===== src/rtl/hazard_pkg.sv =====
// Shared types and helpers for the hazard scoreboard.
// Slot entries track in-flight destination registers from EX through WB.
package hazard_pkg;

   localparam int SLOT_AW = 8;
   localparam int FWD_RF  = 0;

   typedef struct packed {
      logic               valid;
      logic               wr;
      logic [SLOT_AW-1:0] addr;
      logic               is_load;
   } slot_t;

   // First slot index whose result register holds usable data.
   function automatic int ready_slot(input logic is_load,
                                     input int   load_lat);
      return is_load ? 2 + load_lat : 2;
   endfunction

endpackage


===== src/rtl/hazard_src_match.sv =====
// Priority matcher: youngest in-flight writer of one source register.
// Returns a load-use hazard flag or the forward select for that source.
import hazard_pkg::*;

module hazard_src_match #(
   parameter int NUM_STAGES = 3,
   parameter int LOAD_LAT   = 1,
   parameter int REG_AW     = 5,
   parameter int FW         = $clog2(NUM_STAGES + 1)
) (
   input  slot_t [NUM_STAGES:1] slots_i,
   input  logic [REG_AW-1:0]    src_i,
   input  logic                 use_i,
   output logic                 hazard_o,
   output logic [FW-1:0]        fwd_sel_o
);

   logic hit;
   logic hit_load;
   int   k_hit;

   always_comb begin
      hit      = 1'b0;
      hit_load = 1'b0;
      k_hit    = 0;
      // Oldest to youngest so the smallest matching slot wins.
      for (int k = NUM_STAGES; k >= 1; k--) begin
         if (slots_i[k].valid && slots_i[k].wr &&
             slots_i[k].addr == SLOT_AW'(src_i)) begin
            hit      = 1'b1;
            hit_load = slots_i[k].is_load;
            k_hit    = k;
         end
      end
   end

   always_comb begin
      hazard_o  = 1'b0;
      fwd_sel_o = FW'(FWD_RF);
      if (use_i && src_i != '0 && hit &&
          k_hit + 1 <= NUM_STAGES) begin
         if (k_hit + 1 < ready_slot(hit_load, LOAD_LAT)) begin
            hazard_o = 1'b1;
         end else begin
            fwd_sel_o = FW'(k_hit + 1);
         end
      end
   end

endmodule


===== src/rtl/hazard_scoreboard.sv =====
// Hazard detection and forwarding control for the in-order pipeline.
// Define HAZARD_PERF_EN to add stall/flush cycle counters.
import hazard_pkg::*;

module hazard_scoreboard #(
   parameter int NUM_STAGES = 3,
   parameter int LOAD_LAT   = 1,
   parameter int REG_AW     = 5,
   parameter int FW         = $clog2(NUM_STAGES + 1)
) (
   input  logic              clk_i,
   input  logic              rst_i,
   input  logic              id_valid_i,
   input  logic [REG_AW-1:0] id_rs_i,
   input  logic [REG_AW-1:0] id_rt_i,
   input  logic              id_use_rs_i,
   input  logic              id_use_rt_i,
   input  logic              id_wr_i,
   input  logic [REG_AW-1:0] id_wr_addr_i,
   input  logic              id_is_load_i,
   input  logic              mem_busy_i,
   input  logic              flush_i,
   output logic              stall_o,
   output logic              pc_write_o,
   output logic              ifid_write_o,
   output logic              bubble_o,
   output logic [FW-1:0]     fwd_rs_o,
   output logic [FW-1:0]     fwd_rt_o
`ifdef HAZARD_PERF_EN
   ,
   output logic [31:0]       stall_cycles_o,
   output logic [31:0]       flush_cycles_o
`endif
);

   slot_t [NUM_STAGES:1] slots_q, slots_d;
   logic [FW-1:0]        fwd_rs_q, fwd_rs_d;
   logic [FW-1:0]        fwd_rt_q, fwd_rt_d;

   logic          haz_rs, haz_rt;
   logic [FW-1:0] sel_rs, sel_rt;
   logic          stall;
   logic          issue;
   slot_t         id_entry;

   hazard_src_match #(
      .NUM_STAGES (NUM_STAGES),
      .LOAD_LAT   (LOAD_LAT),
      .REG_AW     (REG_AW),
      .FW         (FW)
   ) u_match_rs (
      .slots_i   (slots_q),
      .src_i     (id_rs_i),
      .use_i     (id_use_rs_i),
      .hazard_o  (haz_rs),
      .fwd_sel_o (sel_rs)
   );

   hazard_src_match #(
      .NUM_STAGES (NUM_STAGES),
      .LOAD_LAT   (LOAD_LAT),
      .REG_AW     (REG_AW),
      .FW         (FW)
   ) u_match_rt (
      .slots_i   (slots_q),
      .src_i     (id_rt_i),
      .use_i     (id_use_rt_i),
      .hazard_o  (haz_rt),
      .fwd_sel_o (sel_rt)
   );

   // A flush squashes the ID instruction, so it never stalls.
   assign stall = id_valid_i & (haz_rs | haz_rt) & ~flush_i;
   assign issue = id_valid_i & ~stall & ~flush_i;

   assign stall_o      = stall;
   assign pc_write_o   = ~(stall | mem_busy_i);
   assign ifid_write_o = ~(stall | mem_busy_i);
   assign bubble_o     = (stall | flush_i) & ~mem_busy_i;
   assign fwd_rs_o     = fwd_rs_q;
   assign fwd_rt_o     = fwd_rt_q;

   always_comb begin
      id_entry         = '0;
      id_entry.valid   = 1'b1;
      id_entry.wr      = id_wr_i;
      id_entry.addr    = SLOT_AW'(id_wr_addr_i);
      id_entry.is_load = id_is_load_i;
   end

   always_comb begin
      slots_d  = slots_q;
      fwd_rs_d = fwd_rs_q;
      fwd_rt_d = fwd_rt_q;
      if (!mem_busy_i) begin
         for (int k = NUM_STAGES; k >= 2; k--) begin
            slots_d[k] = slots_q[k-1];
         end
         slots_d[1] = issue ? id_entry : '0;
         fwd_rs_d   = issue ? sel_rs : FW'(FWD_RF);
         fwd_rt_d   = issue ? sel_rt : FW'(FWD_RF);
      end
   end

   always_ff @(posedge clk_i) begin
      if (!rst_i) begin
         slots_q  <= '0;
         fwd_rs_q <= '0;
         fwd_rt_q <= '0;
      end else begin
         slots_q  <= slots_d;
         fwd_rs_q <= fwd_rs_d;
         fwd_rt_q <= fwd_rt_d;
      end
   end

`ifdef HAZARD_PERF_EN
   logic [31:0] stall_cnt_q, stall_cnt_d;
   logic [31:0] flush_cnt_q, flush_cnt_d;

   // Saturating so long runs never wrap back to small values.
   always_comb begin
      stall_cnt_d = stall_cnt_q;
      flush_cnt_d = flush_cnt_q;
      if ((stall | mem_busy_i) && stall_cnt_q != 32'hFFFF_FFFF) begin
         stall_cnt_d = stall_cnt_q + 32'd1;
      end
      if (flush_i && !mem_busy_i && flush_cnt_q != 32'hFFFF_FFFF) begin
         flush_cnt_d = flush_cnt_q + 32'd1;
      end
   end

   always_ff @(posedge clk_i) begin
      if (!rst_i) begin
         stall_cnt_q <= '0;
         flush_cnt_q <= '0;
      end else begin
         stall_cnt_q <= stall_cnt_d;
         flush_cnt_q <= flush_cnt_d;
      end
   end

   assign stall_cycles_o = stall_cnt_q;
   assign flush_cycles_o = flush_cnt_q;
`endif

endmodule


===== config.mk =====
export PLATFORM = sky130hd
export DESIGN_NAME = hazard_scoreboard
export DESIGN_NICKNAME = d
export VERILOG_FILES = /design/src/rtl/hazard_pkg.sv /design/src/rtl/hazard_src_match.sv /design/src/rtl/hazard_scoreboard.sv
export SDC_FILE = /design/constraint.sdc
export NUM_CORES = 1
export LEC_CHECK = 0
export ABC_AREA = 1
export CELL_PAD_IN_SITES_DETAIL_PLACEMENT = 1
export CELL_PAD_IN_SITES_GLOBAL_PLACEMENT = 1
export CORE_MARGIN = 2
export CORE_UTILIZATION = 39
export CTS_CLUSTER_SIZE = 25
export DETAILED_ROUTE_END_ITERATION = 8
export GPL_ROUTABILITY_DRIVEN = 0
export MAX_ROUTING_LAYER = met4
export PLACE_DENSITY_LB_ADDON = 0.3
export RECOVER_POWER = 25
export REMOVE_ABC_BUFFERS = 1
export SYNTH_ARGS = -nofsm -noshare
export SYNTH_HDL_FRONTEND = slang
export SYNTH_SLANG_ARGS = --single-unit

===== constraint.sdc =====
create_clock -name clk_i -period 11.7 [get_ports clk_i]
set_clock_uncertainty 0.2 [all_clocks]
set_input_delay 3.51 -clock clk_i [delete_from_list [all_inputs] [get_ports clk_i]]
set_output_delay 3.51 -clock clk_i [all_outputs]
set_load 0.02 [all_outputs]

; ---- Yosys cells after proc, flatten, opt, wreduce, memory -nomap -nowiden
; Index checks and enable logic that the tools add are counted.
; W data, S select, Z words.
[totals]
ff_bits = 37
latchBits = 0
ram_bits = 0
mem_bits_ro = 0
inputBits = 24
out_inout_bits = 8
word_cells = 86
mem_count = 0
[classes]
add_sub_neg = 2
multipliers = 0
div_mod_pow = 0
order_cmp = 4
n_eq_ne = 6
n_shift = 0
mux = 31
bitwise_logic = 12
n_reduce_logical = 17
[ops]
columns = operator, count
row1 = $le A32 B3 Y1 const B, 2
row2 = $lt A32 B32 Y1, 2
row3 = $eq A8 B5 Y1, 6
row4 = $mux W2, 12
row5 = $mux W1, 18
row6 = $logic_and A1 B1 Y1, 15
row7 = $mux W11, 1
row8 = $reduce_bool A5 Y1, 2
row9 = $add A2 B1 Y3 const B, 2
row10 = $and A1 B1 Y1, 5
row11 = $not A1 Y1, 4
row12 = $or A1 B1 Y1, 3

; ---- Longest topological paths before layout
[depth]
ltp_word = 16
mapped_depth = 19

; ---- Cells and area by module
; Synthesis repeated with hierarchy kept, for this count alone.
[unflattened]
hier_cells = 357
area_unflattened_um2 = 2160.8
[by_module_without_submodules]
columns = module, instances, cells_per_inst, area_per_inst_um2, seq_area_each_um2
row1 = hazard_src_match, 2, 112, 548.0, 0.0
row2 = hazard_scoreboard, 1, 133, 1064.8, 560.5

; ---- Worst setup path after synthesis
; OpenSTA, ideal clock, no wires.
[synth_path]
kind = input to output
startpoint = input port id_rt_i[2]
endpoint = output port pc_write_o
t_arrival_ns = 5.128
required_ns = 7.990
setup_slack_ns = 2.862
path_stages = 19
n_path_buf = 1
cell_sequence = inv_1 > nand2_1 > nand2_1 > nor2_1 > nand3_2 > o21ai_0 > inv_1 > nor2_1 > ha_1 > nand3b_1 > inv_1 > nand2_1 > inv_1 > nand3_2 > nand2_2 > nand3_1 > nand2_1 > inv_1 > buf_4
[synth_between]
elab_chain_len = 14
[synth_lines]
columns = item, line
row1 = start: declaration, hazard_scoreboard.sv:15  ; input logic [REG_AW-1:0] id_rt_i,
row2 = $eq A8 B5 Y1, hazard_src_match.sv:29  ; slots_i[k].addr == SLOT_AW'(src_i)) begin
row3 = $logic_and A1 B1 Y1, hazard_src_match.sv:28  ; if (slots_i[k].valid && slots_i[k].wr &&
row4 = $mux W2 / $mux W1 (equally long branches) (3 in a row), hazard_src_match.sv:28
row5 = $add A2 B1 Y3 / $mux W1 (equally long branches), "hazard_src_match.sv:41, hazard_src_match.sv:42, hazard_pkg.sv:18"
row6 = $lt A32 B32 Y1 / $le A32 B3 Y1 (equally long branches), "hazard_src_match.sv:42, hazard_src_match.sv:41"
row7 = $mux W1 / $logic_and A1 B1 Y1 (equally long branches), "hazard_src_match.sv:42, hazard_src_match.sv:40"
row8 = $mux W1 *, hazard_src_match.sv:40  ; if (use_i && src_i != '0 && hit &&
row9 = $or A1 B1 Y1 *, hazard_scoreboard.sv:73  ; assign stall = id_valid_i & (haz_rs | haz_rt) & ~flush_i;
row10 = $and A1 B1 Y1 * (2 in a row), hazard_scoreboard.sv:73
row11 = $or A1 B1 Y1 *, n/a
row12 = $not A1 Y1 *, n/a
row13 = end: declaration, hazard_scoreboard.sv:24  ; output logic pc_write_o,
; Every way passes the cells marked *; elsewhere a longest branch is shown, timed or not.

; ---- Worst setup path in the final report
[layout_path]
startpoint = input port id_rt_i[2]
endpoint = output port pc_write_o
[layout_between]
elab_chain_len = 14
[layout_lines]
columns = item, line
row1 = $eq A8 B5 Y1, hazard_src_match.sv:29
row2 = $logic_and A1 B1 Y1, hazard_src_match.sv:28
row3 = $mux W2 / $mux W1 (equally long branches) (3 in a row), hazard_src_match.sv:28
row4 = $add A2 B1 Y3 / $mux W1 (equally long branches), "hazard_src_match.sv:41, hazard_src_match.sv:42, hazard_pkg.sv:18"
row5 = $lt A32 B32 Y1 / $le A32 B3 Y1 (equally long branches), "hazard_src_match.sv:42, hazard_src_match.sv:41"
row6 = $mux W1 / $logic_and A1 B1 Y1 (equally long branches), "hazard_src_match.sv:42, hazard_src_match.sv:40"
row7 = $mux W1 *, hazard_src_match.sv:40
row8 = $or A1 B1 Y1 *, hazard_scoreboard.sv:73
row9 = $and A1 B1 Y1 * (2 in a row), hazard_scoreboard.sv:73
row10 = $or A1 B1 Y1 *, hazard_scoreboard.sv:77  ; assign pc_write_o = ~(stall | mem_busy_i);
row11 = $not A1 Y1 *, hazard_scoreboard.sv:77
; Marked as above.

==> results.toml <==
[status]
status = "complete, no violations"

[power]
p_total_mw = 0.196
ir_worst_vdd_mv = 0.0369
leakage_nw = 1.02
p_per_area_mw_per_mm2 = 86.4

[floorplan]
coreArea_mm2 = 0.00469
die_h_um = 73.7
die_w_um = 73.7
start_util_pct = 40.4
die_area_mm2 = 0.00543
num_rows = 25
io_pins = 32

[worst_setup_path]
slowest_stage = "clkdlybuf4s50_1"
ff2ff_path_depth = 18
cpPeakStageDelay_ps = 600
cp-end-kind = "primary output"
critPathKind = "input port to primary output"
required_ps = 7990
worstPathArrival_ps = 6470
path_cells = "clkdlybuf4s50_1 > inv_1 > nand2_1 > nand2_1 > nor2_1 > nand3_2 > o21ai_0 > inv_1 > nor2_1 > ha_1 > nand3b_1 > inv_1 > nand2_1 > inv_1 > nand3_2 > nand2_2 > nand3_1 > nand2_1 > inv_1 > clkdlybuf4s50_1"
start_kind = "input port"
cp_common_cell = "inv_1"
path_max_fanout = 4

[cells_and_area]
finish.utilization_pct = 48.2
fin_area_mm2 = 0.00226
antenna_cells = 0
nNetsFinal = 366
syn2layout_area_growth_pct = 19.5
drive_gt1_share_pct = 8.66
fillers = 662
stdcell_count = 389

[global_routing]
grt_pass1_wl_mm = 9.13
grt-ovfl-total = 0
grt_use_total_pct = 22.4
grt_max_degree = 40
antenna_found_initial = 0
first_global_vias = 1963

[synthesis]
synth.area.mux_share_pct = 0
ys_dominant_reg_cell = "dfxtp_1"
ys_ff_latch = 28
synth_largest_area_cell = "dfxtp_1"
yosysWarnings = 0
synth.avg_cell_area_um2 = 6.11
synth_top_family_by_area = "simple AND/OR/NAND/NOR gates"
synth_fa_ha_area_share_pct = 3.30
synth_commonest_cells = "89 x nand2_1, 38 x nor2_1, 34 x inv_1, 30 x a21oi_1, 28 x dfxtp_1"
postSynthCellCount = 310
synthArstFlopShare_pct = 0
synth_area_leaders = "dfxtp_1 30%, nand2_1 18%, a21oi_1 7.9%"
yosysSeqAreaShare_pct = 29.6
yosys.cell_count.top_type = "nand2_1"
synth_edf_count = 0
synth_xor_area_share_pct = 1.85
synth_simple_gate_area_share_pct = 38.8
yosysUniqueCellTypes = 26
synth_compound_gate_area_share_pct = 14.5
synth_top_area_share_pct = 29.6
syn_area_mm2 = 0.00189

[placement]
dp_hpwl_mm = 4.14
place_area_mm2 = 0.00222
place_inst = 386
io_buffers = 31
place_ws_ps = 1540

[sta]
hold_violations = 0
fmax_mhz = 98.2
holdWs_ps = 276
setup-violations-final = 0
min_period_ps = 10180
rsz0062_at_grt = "no"
maxSlewViolCount = 0
period_share_pct = 87.0
worstMarginPinSlew_ps = 739
slew_headroom_pct = 50.6
setup_tns_ps = 0
fin_ws_ps = 1520

[drt]
drt_first_pass_iters = 4
wl_per_cell_um = 14.1
avgViaCountPerCell = 5.11
ant_nets = 0
wirelength_mm = 5.47
vias = 1989
drc_errors = 0
drt_iter0_drc = 98

[clock_network]
clk_path_buf_depth = 2
cts-resized-gates = 0
clk_latency_ps = 280
cts-root-buf = "clkbuf_8"
cts_buffers = 3
ctsHoldBuffers = 0
clkTransAtPathRegs_ps = 100
h-tree-depth = 1
tritoncts = "built"
cts.sinks = 28
post_cts.repair.setup_buffers = 0

[min_path]
hp-class = "flop to flop"
min_delay_path_depth = 2

[run]
maxCapViolCount = 0
-- final timing paths --
check	startpoint	endpoint	slack, ps
max	id_rt_i[2]	pc_write_o	1520
min	fwd_rs_o[1]$_SDFFE_PN0N_	fwd_rs_o[1]$_SDFFE_PN0N_	280
max reg2reg	slots_q[27]$_SDFFE_PN0N_	slots_q[4]$_SDFFE_PN0N_	9140
min reg2reg	fwd_rs_o[1]$_SDFFE_PN0N_	fwd_rs_o[1]$_SDFFE_PN0N_	280
-- power breakdown --
group	total, mW	internal [mW]	switching, mW
combinational	0.0374	0.0157	0.0217
sequential	0.103	0.0991	0.00338
clock	0.0556	0.0232	0.0324
total	0.196	0.138	0.0574
-- state kept, by name (all words and copies together) (netlist names) --
| register | cells |
|---|---|
| fwd_rt_o | 2 |
| slots_q | 24 |
| fwd_rs_o | 2 |
-- critical path, delay by kind of cell --
family	cells	cell delay, ps
buffers and inverters	7	1550
AO/OA/AOI/OAI	1	100
AND/OR/NAND/NOR	11	1110
adder cells (fa/ha/maj)	1	190
-- cells by family after synthesis --
family | count (synthesis)
simple gates | 164
buf+inv | 55
compound gates | 54
flops | 28
fa+ha+maj | 5
xor+xnor | 4
-- layer usage --
metal / GRT usage (%) / routed length (um) / part of all wire (%)
met1: 28.9 / 2650 / 49
met4: 10.1 / 172 / 3.1
met5: - / 0 / 0
met3: 3.02 / 218 / 4.0
met2: 34.7 / 2430 / 44
-- cell type report --
cell class                 instances  area, um^2  share of cell area (%)
tap                               54        67.6                    2.99
multi-input combinational        227        1110                    48.9
sequential                        28         561                    24.8
clock buffer                       3        41.3                    1.82
timing repair buffer              32         318                    14.0
inverter                          45         169                    7.46
-- cell usage in the layout (no fill, tap or decap), types with 2 or more instances in the layout --
master	netlist	routed
a21oi_1	30	30
clkbuf_8	0	3
clkdlybuf4s50_1	0	30
dfxtp_1	28	28
ha_1	5	5
inv_1	34	34
inv_2	10	10
nand2_1	89	89
nand2_2	3	3
nand3_1	7	7
nand3_2	7	7
nand4_1	13	13
nor2_1	38	38
nor2_2	2	2
o21ai_0	19	19
o21ai_1	4	4
xnor2_1	4	4
(Power assumes the default switching activity.)
